--- config.mk ---
export PLATFORM = sky130hd
export DESIGN_NAME = sme_host_driver
export DESIGN_NICKNAME = d
export VERILOG_FILES = /design/src/rtl/sme_pkg.sv /design/src/rtl/sme_char_buf.sv /design/src/rtl/sme_host_driver.sv
export SDC_FILE = /design/constraint.sdc
export NUM_CORES = 1
export LEC_CHECK = 0
export CORE_MARGIN = 2
export CORE_UTILIZATION = 25
export CTS_BUF_LIST = sky130_fd_sc_hd__clkbuf_2 sky130_fd_sc_hd__clkbuf_4 sky130_fd_sc_hd__clkbuf_8
export DETAILED_ROUTE_END_ITERATION = 8
export REMOVE_ABC_BUFFERS = 1
export SKIP_CTS_REPAIR_TIMING = 1
export SLEW_MARGIN = 40
export SYNTH_ARGS = -nofsm -noshare
export SYNTH_HDL_FRONTEND = slang
export SYNTH_HIERARCHICAL = 1
export SYNTH_SLANG_ARGS = --single-unit
export TNS_END_PERCENT = 50
--- constraint.sdc ---
create_clock -name clk -period 3.31 [get_ports clk]
set_clock_uncertainty 0.15 [all_clocks]
set_input_delay 0.4965 -clock clk [delete_from_list [all_inputs] [get_ports clk]]
set_output_delay 0.4965 -clock clk [all_outputs]
set_load 0.02 [all_outputs]
--- src/rtl/sme_pkg.sv ---
// Shared types and constants for the string-matching-engine host driver.
package sme_pkg;

  localparam int unsigned STR_MAX_DEF     = 32;
  localparam int unsigned PAT_MAX_DEF     = 8;
  localparam int unsigned TIMEOUT_CYC_DEF = 128;

  // Pattern metacharacters; the driver forwards them untouched, the engine interprets them.
  localparam logic [7:0] CH_HEAD = 8'h5E;
  localparam logic [7:0] CH_TAIL = 8'h24;
  localparam logic [7:0] CH_ANY  = 8'h2E;
  localparam logic [7:0] CH_STAR = 8'h2A;

  typedef enum logic [2:0] {
    StIdle,
    StSendStr,
    StSendPat,
    StWaitRes,
    StDone
  } sme_state_e;

endpackage

--- src/rtl/sme_char_buf.sv ---
// Character buffer: register file, saturating length counter and sticky overflow flag.
module sme_char_buf #(
  parameter int unsigned DEPTH = 8,
  localparam int unsigned LW = $clog2(DEPTH + 1),
  localparam int unsigned IW = $clog2(DEPTH)
) (
  input  logic          clk,
  input  logic          reset,
  input  logic          wr_en,
  input  logic          clr,
  input  logic [7:0]    wr_data,
  input  logic [IW-1:0] rd_idx,
  output logic [7:0]    rd_data,
  output logic [LW-1:0] len,
  output logic          ovf
);

  logic [7:0]    mem_q [DEPTH];
  logic [LW-1:0] len_q;
  logic          ovf_q;
  logic          full;
  logic          push;

  assign full = (len_q == LW'(DEPTH));
  assign push = wr_en && !clr && !full;

  always_ff @(posedge clk or posedge reset) begin
    if (reset) begin
      len_q <= '0;
      ovf_q <= 1'b0;
    end else if (clr) begin
      len_q <= '0;
      ovf_q <= 1'b0;
    end else if (wr_en) begin
      if (full) ovf_q <= 1'b1;
      else      len_q <= len_q + 1'b1;
    end
  end

  // Contents need no reset: len gates every read.
  always_ff @(posedge clk) begin
    if (push) mem_q[len_q[IW-1:0]] <= wr_data;
  end

  assign rd_data = mem_q[rd_idx];
  assign len     = len_q;
  assign ovf     = ovf_q;

endmodule

--- src/rtl/sme_host_driver.sv ---
// Host-side transmitter for the string-matching engine; streams string/pattern, returns result.
// Define SME_DRV_TIMEOUT_EN to add the result watchdog (TIMEOUT_CYC cycles in WAIT_RES).
module sme_host_driver
  import sme_pkg::*;
#(
  parameter int unsigned STR_MAX = STR_MAX_DEF,
  parameter int unsigned PAT_MAX = PAT_MAX_DEF
`ifdef SME_DRV_TIMEOUT_EN
  ,
  parameter int unsigned TIMEOUT_CYC = TIMEOUT_CYC_DEF
`endif
) (
  input  logic       clk,
  input  logic       reset,
  input  logic       wr_en,
  input  logic       wr_sel,
  input  logic [7:0] wr_data,
  input  logic       clr_str,
  input  logic       clr_pat,
  input  logic       start,
  input  logic       send_str,
  output logic       busy,
  output logic       done,
  output logic       cmd_err,
  output logic       ovf,
  output logic       result_match,
  output logic [4:0] result_index,
  output logic       timeout,
  output logic [7:0] chardata,
  output logic       isstring,
  output logic       ispattern,
  input  logic       sme_valid,
  input  logic       sme_match,
  input  logic [4:0] sme_match_index
);

  localparam int unsigned SLW = $clog2(STR_MAX + 1);
  localparam int unsigned PLW = $clog2(PAT_MAX + 1);
  localparam int unsigned SIW = $clog2(STR_MAX);
  localparam int unsigned PIW = $clog2(PAT_MAX);

  sme_state_e     state_q, state_d;
  logic [SLW-1:0] idx_q, idx_d;
  logic [7:0]     chardata_q, chardata_d;
  logic           isstring_q, isstring_d, ispattern_q, ispattern_d;
  logic           busy_q, busy_d, done_q, done_d, cmd_err_q, cmd_err_d;
  logic           res_match_q, res_match_d;
  logic [4:0]     res_index_q, res_index_d;

  logic           idle, wr_ok;
  logic [SLW-1:0] str_len;
  logic [PLW-1:0] pat_len;
  logic [7:0]     str_rd_data, pat_rd_data;
  logic           str_ovf, pat_ovf;
  logic [SIW-1:0] str_rd_idx;
  logic [PIW-1:0] pat_rd_idx;

  assign idle  = (state_q == StIdle);
  // start wins over a same-cycle write
  assign wr_ok = idle && wr_en && !start;
  // Index 0 is presented outside the sending state so the first char is ready on entry.
  assign str_rd_idx = (state_q == StSendStr) ? idx_q[SIW-1:0] : '0;
  assign pat_rd_idx = (state_q == StSendPat) ? idx_q[PIW-1:0] : '0;

  sme_char_buf #(.DEPTH(STR_MAX)) u_str_buf (
    .clk     (clk),
    .reset   (reset),
    .wr_en   (wr_ok && !wr_sel),
    .clr     (idle && clr_str),
    .wr_data (wr_data),
    .rd_idx  (str_rd_idx),
    .rd_data (str_rd_data),
    .len     (str_len),
    .ovf     (str_ovf)
  );

  sme_char_buf #(.DEPTH(PAT_MAX)) u_pat_buf (
    .clk     (clk),
    .reset   (reset),
    .wr_en   (wr_ok && wr_sel),
    .clr     (idle && clr_pat),
    .wr_data (wr_data),
    .rd_idx  (pat_rd_idx),
    .rd_data (pat_rd_data),
    .len     (pat_len),
    .ovf     (pat_ovf)
  );

`ifdef SME_DRV_TIMEOUT_EN
  logic [7:0] tmo_q, tmo_d;
  logic       timeout_q, timeout_d;
`endif

  always_comb begin
    state_d     = state_q;
    idx_d       = idx_q;
    chardata_d  = 8'h00;
    isstring_d  = 1'b0;
    ispattern_d = 1'b0;
    done_d      = 1'b0;
    cmd_err_d   = 1'b0;
    res_match_d = res_match_q;
    res_index_d = res_index_q;
`ifdef SME_DRV_TIMEOUT_EN
    tmo_d       = tmo_q;
    timeout_d   = timeout_q;
`endif
    unique case (state_q)
      StIdle: begin
        if (start) begin
          if (pat_len == '0 || (send_str && str_len == '0)) begin
            cmd_err_d = 1'b1;
          end else begin
            res_match_d = 1'b0;
            res_index_d = '0;
`ifdef SME_DRV_TIMEOUT_EN
            timeout_d   = 1'b0;
`endif
            idx_d = SLW'(1);
            if (send_str) begin
              state_d    = StSendStr;
              chardata_d = str_rd_data;
              isstring_d = 1'b1;
            end else begin
              state_d     = StSendPat;
              chardata_d  = pat_rd_data;
              ispattern_d = 1'b1;
            end
          end
        end
      end
      StSendStr: begin
        // idx_q counts chars already presented; at str_len the pattern follows with no gap.
        if (idx_q == str_len) begin
          state_d     = StSendPat;
          chardata_d  = pat_rd_data;
          ispattern_d = 1'b1;
          idx_d       = SLW'(1);
        end else begin
          chardata_d = str_rd_data;
          isstring_d = 1'b1;
          idx_d      = idx_q + 1'b1;
        end
      end
      StSendPat: begin
        if (idx_q == SLW'(pat_len)) begin
          state_d = StWaitRes;
          idx_d   = '0;
`ifdef SME_DRV_TIMEOUT_EN
          tmo_d   = '0;
`endif
        end else begin
          chardata_d  = pat_rd_data;
          ispattern_d = 1'b1;
          idx_d       = idx_q + 1'b1;
        end
      end
      StWaitRes: begin
        if (sme_valid) begin
          state_d     = StDone;
          done_d      = 1'b1;
          res_match_d = sme_match;
          res_index_d = sme_match_index;
`ifdef SME_DRV_TIMEOUT_EN
        end else if (tmo_q == 8'(TIMEOUT_CYC - 1)) begin
          state_d     = StDone;
          done_d      = 1'b1;
          res_match_d = 1'b0;
          res_index_d = '0;
          timeout_d   = 1'b1;
        end else begin
          tmo_d = tmo_q + 1'b1;
`endif
        end
      end
      StDone:  state_d = StIdle;
      default: state_d = StIdle;
    endcase
    busy_d = (state_d != StIdle);
  end

  always_ff @(posedge clk or posedge reset) begin
    if (reset) begin
      state_q     <= StIdle;
      idx_q       <= '0;
      chardata_q  <= 8'h00;
      isstring_q  <= 1'b0;
      ispattern_q <= 1'b0;
      busy_q      <= 1'b0;
      done_q      <= 1'b0;
      cmd_err_q   <= 1'b0;
      res_match_q <= 1'b0;
      res_index_q <= '0;
    end else begin
      state_q     <= state_d;
      idx_q       <= idx_d;
      chardata_q  <= chardata_d;
      isstring_q  <= isstring_d;
      ispattern_q <= ispattern_d;
      busy_q      <= busy_d;
      done_q      <= done_d;
      cmd_err_q   <= cmd_err_d;
      res_match_q <= res_match_d;
      res_index_q <= res_index_d;
    end
  end

`ifdef SME_DRV_TIMEOUT_EN
  always_ff @(posedge clk or posedge reset) begin
    if (reset) begin
      tmo_q     <= '0;
      timeout_q <= 1'b0;
    end else begin
      tmo_q     <= tmo_d;
      timeout_q <= timeout_d;
    end
  end
  assign timeout = timeout_q;
`else
  assign timeout = 1'b0;
`endif

  assign busy         = busy_q;
  assign done         = done_q;
  assign cmd_err      = cmd_err_q;
  assign ovf          = str_ovf | pat_ovf;
  assign result_match = res_match_q;
  assign result_index = res_index_q;
  assign chardata     = chardata_q;
  assign isstring     = isstring_q;
  assign ispattern    = ispattern_q;

endmodule

After elaboration in Yosys (flattened, before gate mapping)
Memories as Yosys holds them, arrays and structs flattened.
Index checks and enable logic that the tools add are counted.

storage, ports and cells
  bits in latches = 0
  memories = 2
  RAM bits = 320
  output and inout bits = 21
  logic and storage cells = 126
  bits of input ports = 23
  bits in registers = 40
  memory bits (read-only) = 0

memory list
  memory           depth  bits a word  rd ports  clocked after memory_dff  wr ports  RTL line            text
  u_str_buf.mem_q  32     8            1         0                         1         sme_char_buf.sv:18  logic [7:0] mem_q [DEPTH];
  u_pat_buf.mem_q  8      8            1         0                         1         sme_char_buf.sv:18

cells by class
  magnitude comparators = 0
  reductions and logical operators = 34
  shift operators = 0
  equal/unequal tests = 12
  multipliers = 0
  bitwise operators = 1
  divide/modulo/power cells = 0
  $add $sub $neg = 3
  multiplexer cells = 60

operator list
  cell                                                  number
  2-to-1 mux 6 bit                                      7
  2-to-1 mux 8 bit                                      5
  2-to-1 mux 1 bit                                      27
  one-hot mux 8 bit (3 select lines)                    1
  2-to-1 mux 5 bit                                      4
  2-to-1 mux 3 bit                                      6
  one-hot mux 6 bit (3 select lines)                    1
  adder 6 x 1 -> 6 bit (second input constant)          2
  2-to-1 mux 4 bit                                      3
  one-hot mux 3 bit (4 select lines)                    1
  logical AND 1 bit                                     11
  one-hot mux 5 bit (2 select lines)                    1
  nonzero test 2 bit                                    5
  AND reduction 2 bit                                   4
  equality test 3 x 2 -> 1 bit (second input constant)  2
  equality test 6 x 4 -> 1 bit                          1
  equality test 6 bit                                   1
  equality test 6 bit (second input constant)           1
  logical NOT 1 bit                                     6
  logical NOT 6 bit                                     1
  inequality test 2 bit (second input constant)         3
  nonzero test 3 bit                                    2
  adder 4 x 1 -> 4 bit (second input constant)          1
  equality test 4 bit (second input constant)           1
  other kinds (11)                                      13

Longest topological paths before layout
  word-level depth = 8
  depth in mapped cells = 8
  depth with buffers taken out = 6

Hierarchy
Netlist, hierarchy kept.

modules (own cells, without submodules)
  module                    cells an instance  seq. area each (µm²)  instances  area an instance (µm²)
  sme_char_buf (u_str_buf)  452                7862.5                1          10293.6
  sme_char_buf (u_pat_buf)  136                2047.0                1          2806.4
  sme_host_driver           147                700.7                 1          1519.0

Least setup slack after synthesis
Ideal clock, no wire load.

  path type = flip-flop to flip-flop
  start = register state_q[1]
  end = register chardata_q[0] (netlist: chardata[0])
  cell stages (with the launch flop) = 9
  setup time = 0.121 ns
  arrival time = 2.785 ns
  setup slack = 0.255 ns
  required time = 3.039 ns
  cells stage by stage = dfrtp_1 > nor3b_2 > and2_1 > clkbuf_1 > buf_1 > mux4_2 > mux4_2 > mux2_2 > a22o_1

between the ends
  longest elaborated chain between the ends = 7

RTL lines
  element                               RTL line                text
  start: declaration                    sme_host_driver.sv:42   sme_state_e state_q, state_d;
  start signal: assignment              sme_host_driver.sv:184  state_q <= StIdle;
  start signal: assignment              sme_host_driver.sv:195  state_q <= state_d;
  equality test 3 x 1 -> 1 bit *        sme_host_driver.sv:62   assign str_rd_idx = (state_q == StSendStr) ? idx_q[SIW-1:0] : '0;
  2-to-1 mux 5 bit *                    sme_host_driver.sv:62
  net str_rd_idx[2]                     sme_host_driver.sv:55   logic [SIW-1:0] str_rd_idx;
  memory read (32 x 8 bit) *            n/a
  net str_rd_data[0]                    sme_host_driver.sv:53   logic [7:0] str_rd_data, pat_rd_data;
  2-to-1 mux 8 bit                      sme_host_driver.sv:120  if (send_str) begin
  2-to-1 mux 8 bit                      sme_host_driver.sv:111  if (pat_len == '0 || (send_str && str_len == '0)) begin
  2-to-1 mux 8 bit                      sme_host_driver.sv:110  if (start) begin
  one-hot mux 8 bit (3 select lines) *  sme_host_driver.sv:108  unique case (state_q)
  net chardata_d[0]                     sme_host_driver.sv:44   logic [7:0] chardata_q, chardata_d;
  end signal: assignment                sme_host_driver.sv:197  chardata_q <= chardata_d;
  end: declaration                      sme_host_driver.sv:44

The timed path passes the listed nets; every way through them passes the cells marked *.
A chain may end at the register's enable or synchronous reset.

Final worst setup path
  start = register state_q[1]
  end = register chardata_q[2] (netlist: chardata[2])

Same word-level chain as after synthesis.

==> flow_metrics.tcl <==
set metrics [dict create \
    status "completed" \
    setup_viol 0 \
    synth_seq_cells 360 \
    avgSynthCellArea_um2 19.9 \
    max_cap_violations 0 \
    worstHoldPathType "primary input to asynchronous set/reset pin" \
    root_buffer "clkbuf_8" \
    drt_first_iter_violations 529 \
    h-tree-depth 2 \
    ant_nets 0 \
    clockBufferDepth 3 \
    grt_pass1_vias 7670 \
    max_freq_mhz 315 \
    numCtsBuffers 56 \
    via_count 7391 \
    nets 905 \
    grt_use_met1 0.144 \
    cts.clk_slew.worst_paths_ns 0.06 \
    grt_usage 0.106 \
    syn_area_mm2 0.0146 \
    synth-seq-area-share 0.726 \
    area_growth_pct 20.7 \
    fin_crit_sh 0.960 \
    synth_edf_count 320 \
    utilization 0.305 \
    slew_headroom 0.529 \
    cp-end-kind "flop" \
    fillers 5594 \
    cp.required_ns 3.65 \
    place_congestion 0.769 \
    ys_types 53 \
    tightest_slew_ns 0.701 \
    grt_use_met3 0.0192 \
    dr.pass1.iters 5 \
    fin_tns_setup_ns 0 \
    routed_wirelength_um 31900 \
    die_w_um 246 \
    powerDensity_mw_per_mm2 624 \
    syn_inst 735 \
    via_per_inst 4.38 \
    synth_flop_cell "edfxtp_1" \
    path_class "flop to flop" \
    leakage_uw 0.00582 \
    fin_crit_ns 3.18 \
    grt.busiest_layer "met2" \
    grt_overflow 0 \
    crit_arrival_ns 3.52 \
    layout-drive-gt1-share 0.308 \
    start_util 0.253 \
    layout_common_cells "edfxtp_1 (320), mux4_2 (80), buf_4 (71), clkbuf_8 (57), nor2_1 (53)" \
    clk_latency_ns 0.60 \
    stdcell_area_mm2 0.0176 \
    worst_slack_ns 0.131 \
    dp_worst_setup_slack_ns 0.152 \
    grt_max_degree 41 \
    crit_fanout 24 \
    rsz0062_at_grt "false" \
    core.rowCount 88 \
    layout_commonest_cell "edfxtp_1" \
    cts_sinks 360 \
    grt_pass1_wl_um 48500 \
    ys_async_sr_fraction 0.111 \
    chipHeight_um 246 \
    portBuffers 42 \
    synth_warnings 6 \
    power_uw 11000 \
    die_area_mm2 0.0604 \
    antenna_found_initial 1 \
    hold_viol 0 \
    maxSlewViolCount 0 \
    post_drt_wl_per_cell_um 18.9 \
    ios 44 \
    place_area_mm2 0.0164 \
    peakVddDrop_v 0.000301 \
    route.detailed.drc 0 \
    place_hpwl_um 20500 \
    grtUsageMet2 0.171 \
    tritoncts "built" \
    critPathLaunchType "flop" \
    core_mm2 0.0578 \
]
## where the power goes
group	leakage, uW	internal (uW)	switching, uW
Sequential	0.00342	5100	122
Combinational	0.00175	811	942
Clock	0.000655	2330	1700
Total	0.00582	8240	2770
## cell families after synthesis
logic type / share of synthesized area
other: 0.000257
adder cells (fa/ha/maj): 0.00599
AND/OR/NAND/NOR: 0.0497
XOR/XNOR: 0.00899
buffers and inverters: 0.0205
flip-flops: 0.726
AO/OA/AOI/OAI: 0.0182
multiplexers: 0.171
## cells in the mapped netlist (2+ instances only)
| master | instances | area [um2] |
|---|---|---|
| or3b_2 | 2 | 17.5 |
| buf_1 | 8 | 30.0 |
| buf_2 | 3 | 15.0 |
| dfrtp_1 | 40 | 1000 |
| buf_4 | 2 | 15.0 |
| nand3b_1 | 3 | 22.5 |
| nand3_1 | 8 | 40.0 |
| or3_1 | 7 | 43.8 |
| a211oi_1 | 2 | 15.0 |
| inv_1 | 18 | 67.6 |
| o21ai_0 | 8 | 40.0 |
| clkbuf_1 | 12 | 45.0 |
| nor3_1 | 7 | 35.0 |
| a22o_1 | 9 | 78.8 |
| a21o_1 | 2 | 15.0 |
| mux4_2 | 80 | 1800 |
| mux2_2 | 17 | 191 |
| nor2_1 | 53 | 199 |
| edfxtp_1 | 320 | 9610 |
| a21oi_1 | 10 | 50.1 |
| nand2_1 | 24 | 90.1 |
| xor2_1 | 14 | 123 |
| mux2i_1 | 8 | 80.1 |
| nand4_1 | 4 | 25.0 |
| ha_1 | 7 | 87.6 |
| nor3b_1 | 3 | 22.5 |
| and2_1 | 13 | 81.3 |
| or2_2 | 2 | 12.5 |
| buf_6 | 9 | 101 |
| mux4_1 | 16 | 420 |
| and4_1 | 2 | 17.5 |
## through the flow
step                hold WS [ns]  std cells
finish                    0.0327       1689
global placement           0.357       1582
floorplan                  0.125        699
detailed placement         0.369       1582
CTS                     0.000352       1688
global route              0.0342       1689
## cell type report
cell class | instances | area [um2] | share of cell area
repair buffers | 118 | 1050 | 0.0597
inverters | 18 | 67.6 | 0.00383
clock buffers | 79 | 950 | 0.0538
multi-input cells | 321 | 3710 | 0.210
flip-flops and latches | 360 | 10600 | 0.601
diodes | 1 | 2.50 | 0.000142
clock inverters | 27 | 292 | 0.0165
well taps | 765 | 957 | 0.0542
## worst max-delay path: stages, from the launching register on
cell and delay [ns]:
dfrtp_1 0.45, nor3b_2 0.31, and2_4 0.27, buf_12 0.24, mux4_2 0.58, mux4_2 0.50
mux2_2 0.31, a22o_1 0.23
## registers in the layout, summed over array words and instances, names as in the netlist
signal           flops
ispattern            1
u_str_buf/mem_q    256
result_index         5
u_pat_buf/len        4
state_q              3
busy                 1
u_pat_buf/ovf        1
isstring             1
result_match         1
done                 1
u_pat_buf/mem_q     64
cmd_err              1
u_str_buf/ovf        1
u_str_buf/len        6
idx_q                6
chardata             8
## worst paths after layout
path | to | start | slack (ns) | cells past startpoint
worst max register to register | chardata[2]$_DFF_PP0_ | state_q[1]$_DFF_PP0_ | 0.13 | 7
max in group asynchronous | idx_q[2]$_DFFE_PP0P_ | reset | 2.16 | 3
worst max-delay path | chardata[2]$_DFF_PP0_ | state_q[1]$_DFF_PP0_ | 0.13 | 7
worst min-delay path | u_pat_buf/ovf$_DFFE_PP0P_ | reset | 0.03 | 2
worst min register to register | result_index[4]$_DFFE_PP0P_ | result_index[4]$_DFFE_PP0P_ | 0.37 | 2
min in group clk | result_index[0]$_DFFE_PP0P_ | sme_match_index[0] | 0.31 | 3
## layer usage
layer	vias to the layer above	share of wire
li1	3256	-
met1	3863	0.44
met2	227	0.47
met3	45	0.061
met4	0	0.021
met5	-	0
(Power assumes the default switching activity.)
